### src/rtl/pipe_ctrl_pkg.sv
// Shared definitions for the pipeline sequencer and the pipeline registers.
//   - Sequencer state encoding (legacy-compatible 2-bit constants).
//   - Default register-index width.
//   - Bit indices of the per-stage enable bundle, plus the flush bundle type.
package pipe_ctrl_pkg;

  localparam int unsigned RegAwDefault = 5;

  // Sequencer states
  localparam logic [1:0] StRun    = 2'd0;
  localparam logic [1:0] StFreeze = 2'd1;
  localparam logic [1:0] StErr    = 2'd2;

  // Stage-enable bundle indices
  localparam int unsigned StgPc    = 0;
  localparam int unsigned StgIfId  = 1;
  localparam int unsigned StgIdEx  = 2;
  localparam int unsigned StgExMem = 3;
  localparam int unsigned StgMemWb = 4;
  localparam int unsigned NumStg   = 5;

  typedef logic [NumStg-1:0] stage_en_t;

  localparam stage_en_t StgAllEn  = '1;
  localparam stage_en_t StgNoneEn = '0;

  typedef struct packed {
    logic if_id;
    logic id_ex;
  } stage_flush_t;

  // Load-use bubble: hold PC and IF/ID, let ID/EX onward advance.
  function automatic stage_en_t ldu_stall_en();
    stage_en_t en;
    en          = StgAllEn;
    en[StgPc]   = 1'b0;
    en[StgIfId] = 1'b0;
    return en;
  endfunction

endpackage

### src/rtl/hz_ldu_detect.sv
// Load-use hazard detector (combinational). Shared with the forwarding unit.
// Flags when the instruction in EX is a load writing a non-zero rd that the
// instruction in ID reads through rs1 or rs2.
// Ports:
//   id_rs1_i, id_rs2_i         source indices of the ID instruction
//   id_use_rs1_i, id_use_rs2_i ID instruction actually reads rs1 / rs2
//   ex_rd_i                    destination index of the EX instruction
//   ex_memr_i, ex_regwen_i     EX instruction is a load / writes rd
//   ldu_o                      load-use hazard present
module hz_ldu_detect #(
  parameter int unsigned REG_AW = 5
) (
  input  logic [REG_AW-1:0] id_rs1_i,
  input  logic [REG_AW-1:0] id_rs2_i,
  input  logic              id_use_rs1_i,
  input  logic              id_use_rs2_i,
  input  logic [REG_AW-1:0] ex_rd_i,
  input  logic              ex_memr_i,
  input  logic              ex_regwen_i,
  output logic              ldu_o
);

  logic rs1_hit;
  logic rs2_hit;

  assign rs1_hit = id_use_rs1_i && (id_rs1_i == ex_rd_i);
  assign rs2_hit = id_use_rs2_i && (id_rs2_i == ex_rd_i);

  // x0 is never a real dependency
  assign ldu_o = ex_memr_i && ex_regwen_i && (ex_rd_i != '0) && (rs1_hit || rs2_hit);

endmodule

### src/rtl/pipe_hazard_ctrl.sv
// Central sequencer for the IF/ID, ID/EX, EX/MEM and MEM/WB pipeline registers.
// Generates per-stage enables and flushes for load-use bubbles, taken-branch
// flushes and data-memory freezes; a watchdog latches a sticky error when memory
// stays busy too long. Outputs are combinational from state and inputs.
// Optional build macro HAZ_PERF_EN adds three saturating performance counters;
// without it the perf ports are tied to zero.
// Ports:
//   clk, rst_n                  clock, asynchronous active-low reset
//   id_rs1_i/id_rs2_i, id_use_* ID instruction sources
//   ex_rd_i, ex_memr_i, ex_regwen_i  EX instruction destination / load / write
//   ex_br_taken_i               EX resolved a taken branch/jump
//   mem_busy_i                  data memory not ready this cycle
//   pc_en_o, *_en_o             stage load enables
//   if_id_flush_o, id_ex_flush_o  stage flushes (load NOP/bubble)
//   hz_err_o                    sticky memory-timeout error
//   perf_stall_o/flush_o/freeze_o  event counters
module pipe_hazard_ctrl
  import pipe_ctrl_pkg::*;
#(
  parameter int unsigned REG_AW      = RegAwDefault,
  parameter int unsigned MEM_TIMEOUT = 15,
  parameter int unsigned CNT_TW      = 4,
  parameter int unsigned PERF_W      = 32
) (
  input  logic              clk,
  input  logic              rst_n,
  input  logic [REG_AW-1:0] id_rs1_i,
  input  logic [REG_AW-1:0] id_rs2_i,
  input  logic              id_use_rs1_i,
  input  logic              id_use_rs2_i,
  input  logic [REG_AW-1:0] ex_rd_i,
  input  logic              ex_memr_i,
  input  logic              ex_regwen_i,
  input  logic              ex_br_taken_i,
  input  logic              mem_busy_i,
  output logic              pc_en_o,
  output logic              if_id_en_o,
  output logic              if_id_flush_o,
  output logic              id_ex_en_o,
  output logic              id_ex_flush_o,
  output logic              ex_mem_en_o,
  output logic              mem_wb_en_o,
  output logic              hz_err_o,
  output logic [PERF_W-1:0] perf_stall_o,
  output logic [PERF_W-1:0] perf_flush_o,
  output logic [PERF_W-1:0] perf_freeze_o
);

  logic ldu;

  hz_ldu_detect #(
    .REG_AW(REG_AW)
  ) u_ldu_detect (
    .id_rs1_i    (id_rs1_i),
    .id_rs2_i    (id_rs2_i),
    .id_use_rs1_i(id_use_rs1_i),
    .id_use_rs2_i(id_use_rs2_i),
    .ex_rd_i     (ex_rd_i),
    .ex_memr_i   (ex_memr_i),
    .ex_regwen_i (ex_regwen_i),
    .ldu_o       (ldu)
  );

  // ---------------------------------------------------------------------------
  // State and watchdog
  // ---------------------------------------------------------------------------
  logic [1:0]        state_q, state_d;
  logic [CNT_TW-1:0] busy_cnt_q, busy_cnt_d;

  always_comb begin
    state_d    = state_q;
    busy_cnt_d = busy_cnt_q;
    case (state_q)
      StRun: begin
        if (mem_busy_i) begin
          state_d    = StFreeze;
          busy_cnt_d = CNT_TW'(1);
        end
      end
      StFreeze: begin
        if (!mem_busy_i) begin
          state_d    = StRun;
          busy_cnt_d = '0;
        end else if (busy_cnt_q == CNT_TW'(MEM_TIMEOUT)) begin
          // This is busy cycle MEM_TIMEOUT+1
          state_d = StErr;
        end else begin
          busy_cnt_d = busy_cnt_q + CNT_TW'(1);
        end
      end
      StErr: begin
        state_d = StErr;
      end
      default: begin
        state_d    = StRun;
        busy_cnt_d = '0;
      end
    endcase
  end

  always_ff @(posedge clk or negedge rst_n) begin
    if (!rst_n) begin
      state_q    <= StRun;
      busy_cnt_q <= '0;
    end else begin
      state_q    <= state_d;
      busy_cnt_q <= busy_cnt_d;
    end
  end

  // ---------------------------------------------------------------------------
  // Output decode: ERR > busy freeze > branch flush > load-use > normal.
  // A deferred branch/ldu needs no memory: frozen registers keep its inputs up.
  // ---------------------------------------------------------------------------
  stage_en_t    stg_en;
  stage_flush_t stg_fl;
  logic         err;
  logic         ev_stall;
  logic         ev_flush;
  logic         ev_freeze;

  always_comb begin
    stg_en    = StgNoneEn;
    stg_fl    = '0;
    err       = 1'b0;
    ev_stall  = 1'b0;
    ev_flush  = 1'b0;
    ev_freeze = 1'b0;
    if (!rst_n) begin
      stg_en = StgNoneEn;
    end else if (state_q == StErr) begin
      err = 1'b1;
    end else if (mem_busy_i) begin
      ev_freeze = 1'b1;
    end else if (ex_br_taken_i) begin
      // The ldu victim in ID is squashed, so no bubble is needed
      stg_en       = StgAllEn;
      stg_fl.if_id = 1'b1;
      stg_fl.id_ex = 1'b1;
      ev_flush     = 1'b1;
    end else if (ldu) begin
      stg_en       = ldu_stall_en();
      stg_fl.id_ex = 1'b1;
      ev_stall     = 1'b1;
    end else begin
      stg_en = StgAllEn;
    end
  end

  assign pc_en_o       = stg_en[StgPc];
  assign if_id_en_o    = stg_en[StgIfId];
  assign id_ex_en_o    = stg_en[StgIdEx];
  assign ex_mem_en_o   = stg_en[StgExMem];
  assign mem_wb_en_o   = stg_en[StgMemWb];
  assign if_id_flush_o = stg_fl.if_id;
  assign id_ex_flush_o = stg_fl.id_ex;
  assign hz_err_o      = err;

  // ---------------------------------------------------------------------------
  // Performance counters
  // ---------------------------------------------------------------------------
`ifdef HAZ_PERF_EN
  logic [PERF_W-1:0] perf_stall_q, perf_flush_q, perf_freeze_q;

  always_ff @(posedge clk or negedge rst_n) begin
    if (!rst_n) begin
      perf_stall_q  <= '0;
      perf_flush_q  <= '0;
      perf_freeze_q <= '0;
    end else begin
      if (ev_stall && (perf_stall_q != '1)) begin
        perf_stall_q <= perf_stall_q + PERF_W'(1);
      end
      if (ev_flush && (perf_flush_q != '1)) begin
        perf_flush_q <= perf_flush_q + PERF_W'(1);
      end
      if (ev_freeze && (perf_freeze_q != '1)) begin
        perf_freeze_q <= perf_freeze_q + PERF_W'(1);
      end
    end
  end

  assign perf_stall_o  = perf_stall_q;
  assign perf_flush_o  = perf_flush_q;
  assign perf_freeze_o = perf_freeze_q;
`else
  logic unused_perf_ev;
  assign unused_perf_ev = ^{ev_stall, ev_flush, ev_freeze};

  assign perf_stall_o  = '0;
  assign perf_flush_o  = '0;
  assign perf_freeze_o = '0;
`endif

endmodule
### config.mk
export PLATFORM = sky130hd
export DESIGN_NAME = pipe_hazard_ctrl
export DESIGN_NICKNAME = d
export VERILOG_FILES = /design/src/rtl/pipe_ctrl_pkg.sv /design/src/rtl/hz_ldu_detect.sv /design/src/rtl/pipe_hazard_ctrl.sv
export SDC_FILE = /design/constraint.sdc
export NUM_CORES = 1
export LEC_CHECK = 0
export ABC_AREA = 1
export CAP_MARGIN = 20
export CORE_UTILIZATION = 28
export CTS_CLUSTER_SIZE = 40
export DETAILED_ROUTE_END_ITERATION = 8
export PLACE_DENSITY_LB_ADDON = 0.1
export SETUP_SLACK_MARGIN = 0.5
export SYNTH_ARGS = -nofsm -noshare
export SYNTH_HDL_FRONTEND = slang
export SYNTH_SLANG_ARGS = --single-unit
### constraint.sdc
create_clock -name clk -period 1.3 [get_ports clk]
set_input_delay 0.325 -clock clk [delete_from_list [all_inputs] [get_ports clk]]
set_output_delay 0.325 -clock clk [all_outputs]
set_load 0.03 [all_outputs]
==> metrics.log <==
[metrics] result of the run: complete, but fails checks
[metrics] failing checks: design-rule violations, negative setup slack
[metrics] clock period minus worst slack: 1610 ps
[metrics] number of distinct library cells after synthesis: 22
[metrics] uppermost routed layer: met4
[metrics] Max Slew Vio Count: 0
[metrics] latest clock arrival within the worst-skew pair: 220 ps
[metrics] maximum buffer depth of the clock tree: 2
[metrics] CTS H-tree depth: 1
[metrics] final critical-path share of the clock period: 1.24
[metrics] Met1 Wirelength: 813 µm
[metrics] Critical Path, Cell by Cell: inv_2 -> nor2_2 -> nor3_4 -> nand2_2 -> inv_1 -> buf_6
[metrics] num ports: 127
[metrics] startpoint type of the worst setup path: flop
[metrics] count of buffer and inverter cells on the critical path: 3
[metrics] cell class contributing the biggest share of worst-path delay: simple AND/OR/NAND/NOR gates
[metrics] antenna diode instance count: 0
[metrics] count of vias placed by the detailed router: 1021
[metrics] number of hold-slack violations in the final timing report: 0
[metrics] Worst Hold Margin: 166 ps
[metrics] number of warnings printed during yosys synthesis: 0
[metrics] post-route standard cell area excluding fillers: 1510 µm²
[metrics] CTS tree: yes
[metrics] die area: 5070 µm²
[metrics] net total in the final layout: 274
[metrics] largest net degree at the start of global routing: 7
[metrics] metal2 WL: 1150 µm
[metrics] Layout fillers: 499
[metrics] initial antenna violation count: 0
[metrics] sum of negative setup slack: -2220 ps
[metrics] remaining global-route overflow: 0
[metrics] die height: 71.2 µm
[metrics] leakage power figure: 0.936 nW
[metrics] most common cell after layout, fill and taps aside: sky130_fd_sc_hd__conb_1
[metrics] total of max-cap violations: 0
[metrics] number of instances in the synthesized netlist: 206
[metrics] maximum fanout encountered on the critical timing path: 4
[metrics] total CTS buffers: 3
[metrics] placer's final routability congestion estimate: 0.692
[metrics] total wire length after detailed routing: 2190 µm
[metrics] top achievable clock speed: 621 MHz
[metrics] global-route wire length before repair: 3040 µm
[metrics] ANT nets after route: 0
[metrics] RSZ-0062 raised after global routing: true
[metrics] final worst-path setup slack: -309 ps
[metrics] quantity of hold-fixing buffers added after cts: 0
[metrics] clock tree root driver cell: sky130_fd_sc_hd__clkbuf_8
[metrics] starting utilization of the core area: 0.299
[metrics] power density of the placed cells: 635 nW/µm²
[metrics] num rows: 24
[metrics] share of post-route cells with drive strength above 1: 0.230
[metrics] all-layer global routing usage: 0.0767
[metrics] most used cells in the layout excluding fill and tap cells: sky130_fd_sc_hd__conb_1, sky130_fd_sc_hd__nand2_1, sky130_fd_sc_hd__inv_1, sky130_fd_sc_hd__buf_4, sky130_fd_sc_hd__dlygate4sd2_1
[metrics] flip-flop and latch count after synthesis: 6
[metrics] startpoint-to-endpoint class of the critical path: flop to output port
[metrics] average wire per cell in the routed design: 7.30 µm
[metrics] crit path DAT: 1280 ps
[metrics] average vias per placed instance: 3.40
[metrics] Routed met3 length: 215 µm
[metrics] WP data required: 980 ps
[metrics] via count of the first global-routing pass: 704
[metrics] biggest area consumer among synthesized cells: sky130_fd_sc_hd__buf_4
[metrics] mapped cell area: 1340 µm²
[metrics] Iteration-0 DRC Markers: 42
[metrics] Mean Syn Cell Area: 6.51 µm²
[metrics] Crit-path slowest cell: sky130_fd_sc_hd__dfrtp_1
[metrics] Max stage delay on crit path: 380 ps
[metrics] DP Wirelength: 1840 µm
[metrics] 1st-pass router iterations: 6
[metrics] x dimension of the die: 71.2 µm
[metrics] maximum vdd drop: 0.000329 V
[metrics] Setup Viol. Count Final: 11
[metrics] synthesis-to-layout area growth: 12.5%
[metrics] critical path capture point type: output port
[metrics] input/output buffers: 30
[metrics] area share of the largest cell type after synthesis: 0.555
[metrics] worst min-delay path class: input pin to async pin
[metrics] final worst clock skew: 1.88 ps
[metrics] # DRC: 11
[metrics] final total power: 958 µW
[metrics] sequential-to-total area share from yosys stat: 0.112
[metrics] placeable core area: 4470 µm²
[metrics] clock-pin slew reported for the worst setup and hold paths after clock tree synthesis: 40 ps
[metrics] placement-stage cell area: 1420 µm²
[metrics] leading cell types by total area after synthesis: sky130_fd_sc_hd__buf_4, sky130_fd_sc_hd__nand2_1, sky130_fd_sc_hd__dfrtp_1, sky130_fd_sc_hd__inv_1, sky130_fd_sc_hd__nand3_1
[metrics] Sinks on Clock Net: 6
## logic make-up after synthesis
kind of cell / Yosys count / synth area share
AND/OR/NAND/NOR: 69 / 0.222
adder cells (fa/ha/maj): 1 / 0.00934
flip-flops: 6 / 0.112
AO/OA/AOI/OAI: 6 / 0.0280
XOR/XNOR: 1 / 0.00654
other: 1 / 0.00280
buffers and inverters: 122 / 0.619
## worst paths after layout
path                               start       endpoint  slack, ps  cells past startpoint
min                                rst_n  busy_cnt_q[1]        170                      2
min in group clk           busy_cnt_q[3]  busy_cnt_q[3]        550                      2
max reg2reg                   state_q[0]  busy_cnt_q[3]        -10                     10
max                           state_q[1]  if_id_flush_o       -310                      6
max in group asynchronous          rst_n     state_q[1]       1020                      2
min reg2reg                busy_cnt_q[3]  busy_cnt_q[3]        550                      2
## registers in the layout, indices dropped and copies added, names as in the netlist
signal / flops
state_q: 2
busy_cnt_q: 4
## synthesized netlist by cell type
| cell | count |
|---|---|
| sky130_fd_sc_hd__o22ai_1 | 1 |
| sky130_fd_sc_hd__conb_1 | 1 |
| sky130_fd_sc_hd__xor2_1 | 1 |
| sky130_fd_sc_hd__nand3b_1 | 1 |
| sky130_fd_sc_hd__buf_4 | 99 |
| sky130_fd_sc_hd__a21oi_1 | 1 |
| sky130_fd_sc_hd__nand4_1 | 1 |
| sky130_fd_sc_hd__inv_2 | 2 |
| sky130_fd_sc_hd__ha_1 | 1 |
| sky130_fd_sc_hd__o21ai_1 | 1 |
| sky130_fd_sc_hd__nor3_2 | 1 |
| sky130_fd_sc_hd__a22oi_1 | 1 |
| sky130_fd_sc_hd__nor2_4 | 1 |
| sky130_fd_sc_hd__o21ai_2 | 1 |
| sky130_fd_sc_hd__nand2_2 | 1 |
| sky130_fd_sc_hd__dfrtp_1 | 6 |
| sky130_fd_sc_hd__inv_1 | 21 |
| sky130_fd_sc_hd__nand3_1 | 9 |
| sky130_fd_sc_hd__nor2_1 | 11 |
| sky130_fd_sc_hd__o21ai_0 | 1 |
| sky130_fd_sc_hd__nand2_1 | 42 |
| sky130_fd_sc_hd__nor2_2 | 2 |
## cell type report
| cell class | count | area [µm²] | area share |
|---|---|---|---|
| multi-input cells | 173 | 800 | 0.530 |
| repair buffers | 43 | 363 | 0.241 |
| flip-flops and latches | 6 | 150 | 0.0996 |
| inverters | 23 | 88.8 | 0.0589 |
| well taps | 52 | 65.1 | 0.0432 |
| clock buffers | 3 | 41.3 | 0.0274 |
## through the flow
step / instances / setup slack, ps / util
after floorplan: 301 / -447 / -
after global placement: 294 / -715 / 0.316
after detailed placement: 294 / -716 / 0.316
after CTS: 300 / -412 / 0.335
after global routing: 300 / -401 / 0.337
final: 300 / -309 / 0.337
## power by group
group | internal (mW) | switching, mW
sequential | 0.188 | 0
clock | 0.199 | 0.0763
combinational | 0.0654 | 0.430
## what timing repair did
item | CTS | global route
buffers inserted | 3 | 0
pin swaps | 16 | 17
setup endpoints to repair | 14 | 14
gates resized for setup | 34 | 22
## per-layer routing
layer / global-route usage / vias to the layer above
li1: - / 506
met1: 0.0945 / 431
met2: 0.132 / 82
met3: 0.00712 / 2
met4: 0.0400 / 0
met5: 0 / -
Power figures use the tool's default switching activity.
